[config.mk]
export PLATFORM = sky130hd
export DESIGN_NAME = cascade_lpf_flat
export DESIGN_NICKNAME = d
export VERILOG_FILES = /design/src/rtl/opo_pkg.sv /design/src/rtl/cascade_lpf_if.sv /design/src/rtl/lpf_stage.sv /design/src/rtl/cascade_lpf.sv /design/src/flat_wrapper.sv
export SDC_FILE = /design/constraint.sdc
export NUM_CORES = 1
export LEC_CHECK = 0
export BUFFER_PORTS_ARGS = -buffer_cell sky130_fd_sc_hd__buf_2
export CAP_MARGIN = 20
export CORE_MARGIN = 5
export CORE_UTILIZATION = 41
export CTS_BUF_LIST = sky130_fd_sc_hd__clkbuf_4 sky130_fd_sc_hd__clkbuf_8
export CTS_CLUSTER_SIZE = 24
export DETAILED_ROUTE_END_ITERATION = 16
export GPL_TIMING_DRIVEN = 0
export PLACE_DENSITY = 0.69
export REMOVE_ABC_BUFFERS = 1
export SETUP_SLACK_MARGIN = 0.2
export SLEW_MARGIN = 20
export SYNTH_ARGS = -nofsm -noshare
export SYNTH_HDL_FRONTEND = slang
export SYNTH_SLANG_ARGS = --single-unit
[constraint.sdc]
create_clock -name clk -period 2.3 [get_ports clk]
set_input_delay 0.115 -clock clk [delete_from_list [all_inputs] [get_ports clk]]
set_output_delay 0.115 -clock clk [all_outputs]
set_load 0.02 [all_outputs]
[src/rtl/opo_pkg.sv]
// Shared definitions for the OPO locking datapath: sample width, sample type
// and a helper that sizes per-stage enable vectors.
package opo_pkg;

    localparam int WORD_WIDTH = 16;

    typedef logic signed [WORD_WIDTH-1:0] sample_t;

    // Enable vectors keep at least one bit so a zero-stage build still has a legal port.
    function automatic int en_width(input int num_stages);
        return (num_stages > 0) ? num_stages : 1;
    endfunction

endpackage

[src/rtl/cascade_lpf_if.sv]
// Sample stream bundle for cascade_lpf: input sample, per-stage enables,
// and filtered output sample.
interface cascade_lpf_if #(
    parameter int NUM_STAGES = 1,
    parameter int WORD_WIDTH = opo_pkg::WORD_WIDTH
) ();
    import opo_pkg::*;

    localparam int EN_W = en_width(NUM_STAGES);

    // Valid-only stream: a sample moves on every clock edge where its valid is
    // high; there is no ready/backpressure, so the consumer must always accept.
    logic [EN_W-1:0]              stage_en;
    logic signed [WORD_WIDTH-1:0] din;
    logic                         din_valid;
    logic signed [WORD_WIDTH-1:0] dout;
    logic                         dout_valid;

    modport master (
        output stage_en,
        output din,
        output din_valid,
        input  dout,
        input  dout_valid
    );

    modport slave (
        input  stage_en,
        input  din,
        input  din_valid,
        output dout,
        output dout_valid
    );

endinterface

[src/rtl/lpf_stage.sv]
// One 2-tap moving-average stage: y = floor((x + previous x) / 2) when
// enabled, y = x when disabled; always one register of latency.
module lpf_stage #(
    parameter int WORD_WIDTH = opo_pkg::WORD_WIDTH
) (
    input  logic                         clk,
    input  logic                         rst,
    input  logic                         i_en,
    input  logic signed [WORD_WIDTH-1:0] i_x,
    input  logic                         i_v,
    output logic signed [WORD_WIDTH-1:0] o_y,
    output logic                         o_vo
);

    logic signed [WORD_WIDTH-1:0] r_xp;
    logic signed [WORD_WIDTH-1:0] r_y;
    logic                         r_vo;

    logic signed [WORD_WIDTH:0]   w_sum;
    logic signed [WORD_WIDTH-1:0] w_avg;
    logic signed [WORD_WIDTH-1:0] w_next;

    // One extra bit holds the full sum; the halved value always fits back in WORD_WIDTH.
    assign w_sum  = $signed({i_x[WORD_WIDTH-1], i_x}) + $signed({r_xp[WORD_WIDTH-1], r_xp});
    assign w_avg  = WORD_WIDTH'(w_sum >>> 1);
    assign w_next = i_en ? w_avg : i_x;

    always_ff @(posedge clk or negedge rst) begin
        if (!rst) begin
            r_xp <= '0;
            r_y  <= '0;
            r_vo <= 1'b0;
        end else begin
            r_vo <= i_v;
            if (i_v) begin
                r_xp <= i_x;
                r_y  <= w_next;
            end
        end
    end

    assign o_y  = r_y;
    assign o_vo = r_vo;

endmodule

[src/rtl/cascade_lpf.sv]
// Chain of NUM_STAGES run-time-enableable 2-tap averaging stages; zero
// stages degenerates to a combinational wire-through.
module cascade_lpf
    import opo_pkg::*;
#(
    parameter int NUM_STAGES = 1,
    parameter int WORD_WIDTH = opo_pkg::WORD_WIDTH
) (
    input  logic          clk,
    input  logic          rst,
    cascade_lpf_if.slave  bus
);

    generate
        if (NUM_STAGES == 0) begin : g_bypass
            logic w_unused;
            assign w_unused       = ^{clk, rst, bus.stage_en};
            assign bus.dout       = bus.din;
            assign bus.dout_valid = bus.din_valid;
        end else begin : g_chain
            // Index 0 is the chain input; index i+1 is the output of stage i.
            logic signed [WORD_WIDTH-1:0] w_x [NUM_STAGES+1];
            logic                         w_v [NUM_STAGES+1];

            assign w_x[0] = bus.din;
            assign w_v[0] = bus.din_valid;

            for (genvar i = 0; i < NUM_STAGES; i++) begin : g_stage
                lpf_stage #(
                    .WORD_WIDTH (WORD_WIDTH)
                ) u_stage (
                    .clk  (clk),
                    .rst  (rst),
                    .i_en (bus.stage_en[i]),
                    .i_x  (w_x[i]),
                    .i_v  (w_v[i]),
                    .o_y  (w_x[i+1]),
                    .o_vo (w_v[i+1])
                );
            end

            assign bus.dout       = w_x[NUM_STAGES];
            assign bus.dout_valid = w_v[NUM_STAGES];
        end
    endgenerate

endmodule

[src/flat_wrapper.sv]
// flat-port wrapper written by rule: the top's interface ports become plain ports
module cascade_lpf_flat import opo_pkg::*;
#(
    parameter int NUM_STAGES = 1,
    parameter int WORD_WIDTH = opo_pkg::WORD_WIDTH
)
  (clk, rst, bus_stage_en, bus_din, bus_din_valid, bus_dout, bus_dout_valid);
  cascade_lpf_if #(.NUM_STAGES(NUM_STAGES), .WORD_WIDTH(WORD_WIDTH)) bus_i ();
  input  logic clk;
  input  logic rst;
  input wire logic [$bits(bus_i.stage_en)-1:0] bus_stage_en;
  input wire logic [$bits(bus_i.din)-1:0] bus_din;
  input wire logic [$bits(bus_i.din_valid)-1:0] bus_din_valid;
  output wire logic [$bits(bus_i.dout)-1:0] bus_dout;
  output wire logic [$bits(bus_i.dout_valid)-1:0] bus_dout_valid;
  assign bus_i.stage_en = bus_stage_en;
  assign bus_i.din = bus_din;
  assign bus_i.din_valid = bus_din_valid;
  assign bus_dout = bus_i.dout;
  assign bus_dout_valid = bus_i.dout_valid;
  cascade_lpf #(.NUM_STAGES(NUM_STAGES), .WORD_WIDTH(WORD_WIDTH)) u_core (.clk(clk), .rst(rst), .bus(bus_i));
endmodule
Yosys cells after proc, flatten, opt, wreduce, memory -nomap -nowiden
Index checks and enable logic that the tools add are counted.

$add $sub $neg: 1. Multiplexer cells: 1.

Operators by type and width (number): adder 16 x 16 -> 17 bit (1); 2-to-1 mux 16 bit (1).

Bits in registers: 33. Bits of input ports: 20. Output and inout bits: 17. Word-level logic and storage cells: 5.

Longest topological paths before layout
Depth after elaboration: 2. Gate-level depth with buffers: 8. Depth with buffers taken out: 8.

Least setup slack after synthesis
No wires, ideal clock.

Path kind: flip-flop to flip-flop. From: register u_core.g_chain.g_stage[0].u_stage.r_xp[0]. To: register u_core.g_chain.g_stage[0].u_stage.r_y[13]. Library setup time: 0.124 ns. Data arrival time: 2.008 ns. Required time: 2.176 ns. Setup slack: 0.168 ns. Cell stages (with the launch flop): 9. Buffers on the path: 0. Period minus slack after synthesis: 2.132 ns. Cells stage by stage: dfrtp_1 > and2_1 > fa_1 > a21oi_2 > o21ai_2 > a22o_4 > a211oi_4 > nor4_1 > a211o_1.

Cells in the longest elaborated chain, start to end: 2.

RTL lines: start: declaration (line lpf_stage.sv:15) `logic signed [WORD_WIDTH-1:0] r_xp;`; start signal: assignment (line lpf_stage.sv:36) `r_xp <= i_x;`; adder 16 x 16 -> 17 bit (line lpf_stage.sv:24) `assign w_sum = $signed({i_x[WORD_WIDTH-1], i_x}) + $signed({r_xp[WORD_WIDTH-1], r_xp});`; 2-to-1 mux 16 bit (line lpf_stage.sv:26) `assign w_next = i_en ? w_avg : i_x;`; end signal: assignment (line lpf_stage.sv:37) `r_y <= w_next;`; end: declaration (line lpf_stage.sv:16) `logic signed [WORD_WIDTH-1:0] r_y;`.

No other way between the ends. A chain may end at the register's enable or synchronous reset.

Worst setup path in the final report
From: register u_core.g_chain.g_stage[0].u_stage.r_xp[0]. To: register u_core.g_chain.g_stage[0].u_stage.r_y[11].

Same word-level chain as after synthesis.

==> impl.org <==
** Status
- The flow ran to the end, and the final reports show no timing, DRC or antenna violations.

** Clock network
- CTS tree :: built
- Clock latency on the worst-skew pair, taken at its later pin, is 290 ps.
- The clock tree synthesis step divided the H-tree into 2 levels.
- For this design, the sink count on the clock tree is 33.
- After clock tree synthesis, the clock-pin slew on the worst setup and hold paths is 70 ps.
- Clock tree buffer depth :: 2
- Buffers inserted during clock tree synthesis total 5.
- CTS placed an instance of sky130_fd_sc_hd__clkbuf_8 at the clock tree root.

** GRT
- For this run, the total global-route usage over all layers was measured as 0.1514.
- The first global-routing pass estimated 7769 um of wire.
- Gr ovfl total :: 0
- The via count of the first global-routing pass is 1,724.
- Antenna violations before repair :: 0
- Entering global routing, the biggest net connects 50 pins.

** Floorplanning
- The floorplan step set the die width to 81.45 um.
- Die height :: 81.45 um
- Row cnt :: 26
- The initial utilization of the core area, before any placement, comes to 0.4151.
- The die covers 0.006634 mm2.
- Core region area :: 0.005042 mm2
- Top-level port count :: 37

** STA
- Dividing the final minimum period by the clock period gives 0.9443.
- The number of hold violations in the final report was 0.
- Unrepaired setup endpoints after global routing :: yes
- In the final timing run, aggregate negative setup slack is 0 ps.
- Crit path time final :: 2172 ps
- In the post-route analysis, the smallest setup slack over all paths is 128.0 ps.
- For the final database, setup skew stands at 5.036 ps.
- Worst-case headroom to the max-slew limit :: 0.4364
- Hold WS :: 85.27 ps
- Setup violations remaining at the end of the flow were counted as 0.
- At the pin with the least slew margin, the transition time is 845.4 ps.
- Maximum frequency from static timing analysis :: 460.4 MHz
- Fin. max-slew vios :: 0

** Synth
- Post-synthesis instance area :: 0.002093 mm2
- Yosys printed 0 warnings.
- Counting flops and latches in the post-synthesis netlist gives 33.
- Post-synthesis cell type with the largest combined area :: sky130_fd_sc_hd__dfrtp_1
- Fraction of the yosys area taken by sequential cells :: 0.3945
- Proportion of synthesized flip-flops having asynchronous set or reset :: 1.000
- Number of enable flip-flop cells after synthesis :: 0
- The share of synthesized area in the top cell type comes to 0.3945.
- The cell count after synthesis came out at 206.
- Synthesis instantiated 41 different standard cells from the library.
- Counting instances in the post-synthesis netlist gives the leading cell types as sky130_fd_sc_hd__dfrtp_1 (33), sky130_fd_sc_hd__mux2_2 (17), sky130_fd_sc_hd__o21ai_0 (17).
- Ranked by total cell area, the synthesized netlist is headed by sky130_fd_sc_hd__dfrtp_1 (39%), sky130_fd_sc_hd__mux2_2 (9.1%), sky130_fd_sc_hd__ha_1 (9.0%).
- The average instance in the mapped netlist occupies just over 10 um2.
- Most common cell in the synthesized netlist :: sky130_fd_sc_hd__dfrtp_1
- Dominant synthesized flop cell :: sky130_fd_sc_hd__dfrtp_1

** Place
- After detailed placement, the design holds a cell count of roughly 300.
- Cell area after placement :: 0.002331 mm2
- Count of input and output buffers :: 36
- Post-place setup slack :: -11.85 ps
- After legalization and detailed placement, the total HPWL measured slightly above 3000 um.
- The congestion estimate from routability-driven global placement came to 0.7904.

** Routing
- Drt initial violations :: 51
- Via-per-instance ratio :: approximately 5.2
- Count of TritonRoute iterations in the first routing pass :: 4
- Detail-routed net length per standard cell :: around 14 um
- The final layout contains routed wiring with a total length of 4394 um.
- The final route contains 1,682 vias.
- DRC :: 0
- The detail route stage leaves a number of antenna-violating nets equal to 0.

** Critical path
- Maximum fanout encountered on the critical timing path :: 4
- Capture point of the critical path :: u_core.g_chain.g_stage[0].u_stage.o_y[11]
- Setup slack on the worst reg-to-reg path comes out at 130 ps.
- The worst setup path is of the reg -> reg kind.
- Reg-to-Reg End :: u_core.g_chain.g_stage[0].u_stage.o_y[11]
- The worst register-to-register path has a depth of 8.
- The worst setup path is captured at a flip-flop.
- The startpoint identified for the worst register-to-register timing path is u_core.g_chain.g_stage[0].u_stage.r_xp[0].
- Critical path startpoint category :: flip-flop
- STA puts the critical path data required time at 2430 ps.
- Critical Path Source :: u_core.g_chain.g_stage[0].u_stage.r_xp[0]
- Worst EP arrival :: 2310 ps

** Hold path
- In this run the worst hold path is classified as in -> reg.

** Layout
- Final #Nets :: approximately 290
- In the final layout, the multi-input gates occupy 0.001217 mm2.
- Post-layout instance area :: 0.002572 mm2
- 0 antenna diodes ended up in the layout.
- In the final layout, flip-flops and latches occupy 825.8 um2.
- Layout overhead on the synthesized area :: 22.89%
- Layout cells sized above 1 :: 0.3597
- Number of fill cells in the layout :: 485
- Number of cells in the finished layout apart from fillers :: 323

** Power
- In this run the power density over the cells is 748.4 mW/mm2.
- In this run the static leakage power is 1.166 nW.
- Peak supply drop :: 0.2424 mV

** Job
- Max-cap violations in this run came to 0.
-- cell usage in the layout, fill, tap and decap left out, types with 2 or more instances in the layout --
cell	count
sky130_fd_sc_hd__nand3b_1	5
sky130_fd_sc_hd__xnor2_1	8
sky130_fd_sc_hd__a21oi_2	7
sky130_fd_sc_hd__dfrtp_1	33
sky130_fd_sc_hd__clkbuf_8	6
sky130_fd_sc_hd__ha_1	13
sky130_fd_sc_hd__xor2_1	4
sky130_fd_sc_hd__a21o_1	2
sky130_fd_sc_hd__o221ai_1	4
sky130_fd_sc_hd__buf_2	36
sky130_fd_sc_hd__mux2i_1	6
sky130_fd_sc_hd__nand3_1	2
sky130_fd_sc_hd__nand4_1	3
sky130_fd_sc_hd__ha_2	2
sky130_fd_sc_hd__o21ai_1	2
sky130_fd_sc_hd__buf_4	10
sky130_fd_sc_hd__nand2_1	9
sky130_fd_sc_hd__o21ai_0	15
sky130_fd_sc_hd__nor2_1	14
sky130_fd_sc_hd__a21oi_1	12
sky130_fd_sc_hd__inv_1	15
sky130_fd_sc_hd__nor4_1	2
sky130_fd_sc_hd__o21bai_1	3
sky130_fd_sc_hd__mux2_2	17
-- per-stage QoR --
stage            util  power (mW)
2_1_floorplan       -       1.127
3_3_place_gp   0.4623       1.292
3_5_place_dp   0.4623       1.306
4_1_cts        0.4980       1.922
5_1_grt        0.5102       2.060
6_report       0.5102       1.925
-- registers in the layout, indices dropped and copies added, names as in the netlist --
signal and count:
u_core.g_chain.g_stage.u_stage.r_xp 16, u_core.g_chain.g_stage.u_stage.o_vo 1, u_core.g_chain.g_stage.u_stage.o_y 16
-- kinds of logic after synthesis --
group,synth area share
AO/OA/AOI/OAI,0.2020
AND/OR/NAND/NOR,0.09265
flip-flops,0.3945
buffers and inverters,0.04124
multiplexers,0.1201
adder cells (fa/ha/maj),0.09922
XOR/XNOR,0.05021
-- power by group --
group	switching, mW	leakage, nW	internal, mW
Sequential	0.0391	0.383	0.659
Clock	0.215	0.0619	0.365
Combinational	0.359	0.722	0.288
Total	0.614	1.17	1.31
-- worst min path at each step --
stage,start,end,slack [ps],depth (start not counted)
global route,bus_din[7],u_core.g_chain.g_stage[0].u_stage.r_xp[7],90,2
finish,bus_din[2],u_core.g_chain.g_stage[0].u_stage.r_xp[2],90,2
CTS,bus_din[2],u_core.g_chain.g_stage[0].u_stage.r_xp[2],80,2
detailed placement,rst,u_core.g_chain.g_stage[0].u_stage.r_xp[1],240,1
floorplan,rst,u_core.g_chain.g_stage[0].u_stage.o_vo,-180,0
global placement,rst,u_core.g_chain.g_stage[0].u_stage.o_y[1],230,1
-- final cells by class --
type                       count  area share
multi-input combinational    150      0.4732
sequential                    33      0.3210
timing repair buffer          47      0.1031
clock buffer                   7     0.03502
tap                           70     0.03405
inverter                      15     0.02189
clock inverter                 1     0.01167
-- worst max-delay path, cell delays in order (launching register included) --
cell,delay [ps]
sky130_fd_sc_hd__dfrtp_1,390
sky130_fd_sc_hd__and2_4,150
sky130_fd_sc_hd__fa_2,350
sky130_fd_sc_hd__a21oi_2,190
sky130_fd_sc_hd__o21ai_2,100
sky130_fd_sc_hd__a22o_4,250
sky130_fd_sc_hd__a211oi_4,310
sky130_fd_sc_hd__xor2_1,180
sky130_fd_sc_hd__o221ai_1,110
-- per-layer routing --
metal,vias to the layer above,part of all wire,track usage
li1,838,-,-
met1,803,0.43,0.1718
met2,30,0.50,0.2598
met3,11,0.048,0.04605
met4,0,0.022,0.06926
met5,-,0,0
-- repair_timing --
item / CTS / global route
pin swaps: 7 / 9
hold endpoints to repair: 33 / 0
gates cloned: 0 / 0
gates resized for setup: 5 / 7
hold buffers: 1 / 0
setup endpoints to repair: 7 / 6
buffers inserted: 5 / 5
Note: power is estimated with default switching activity, not from simulation.
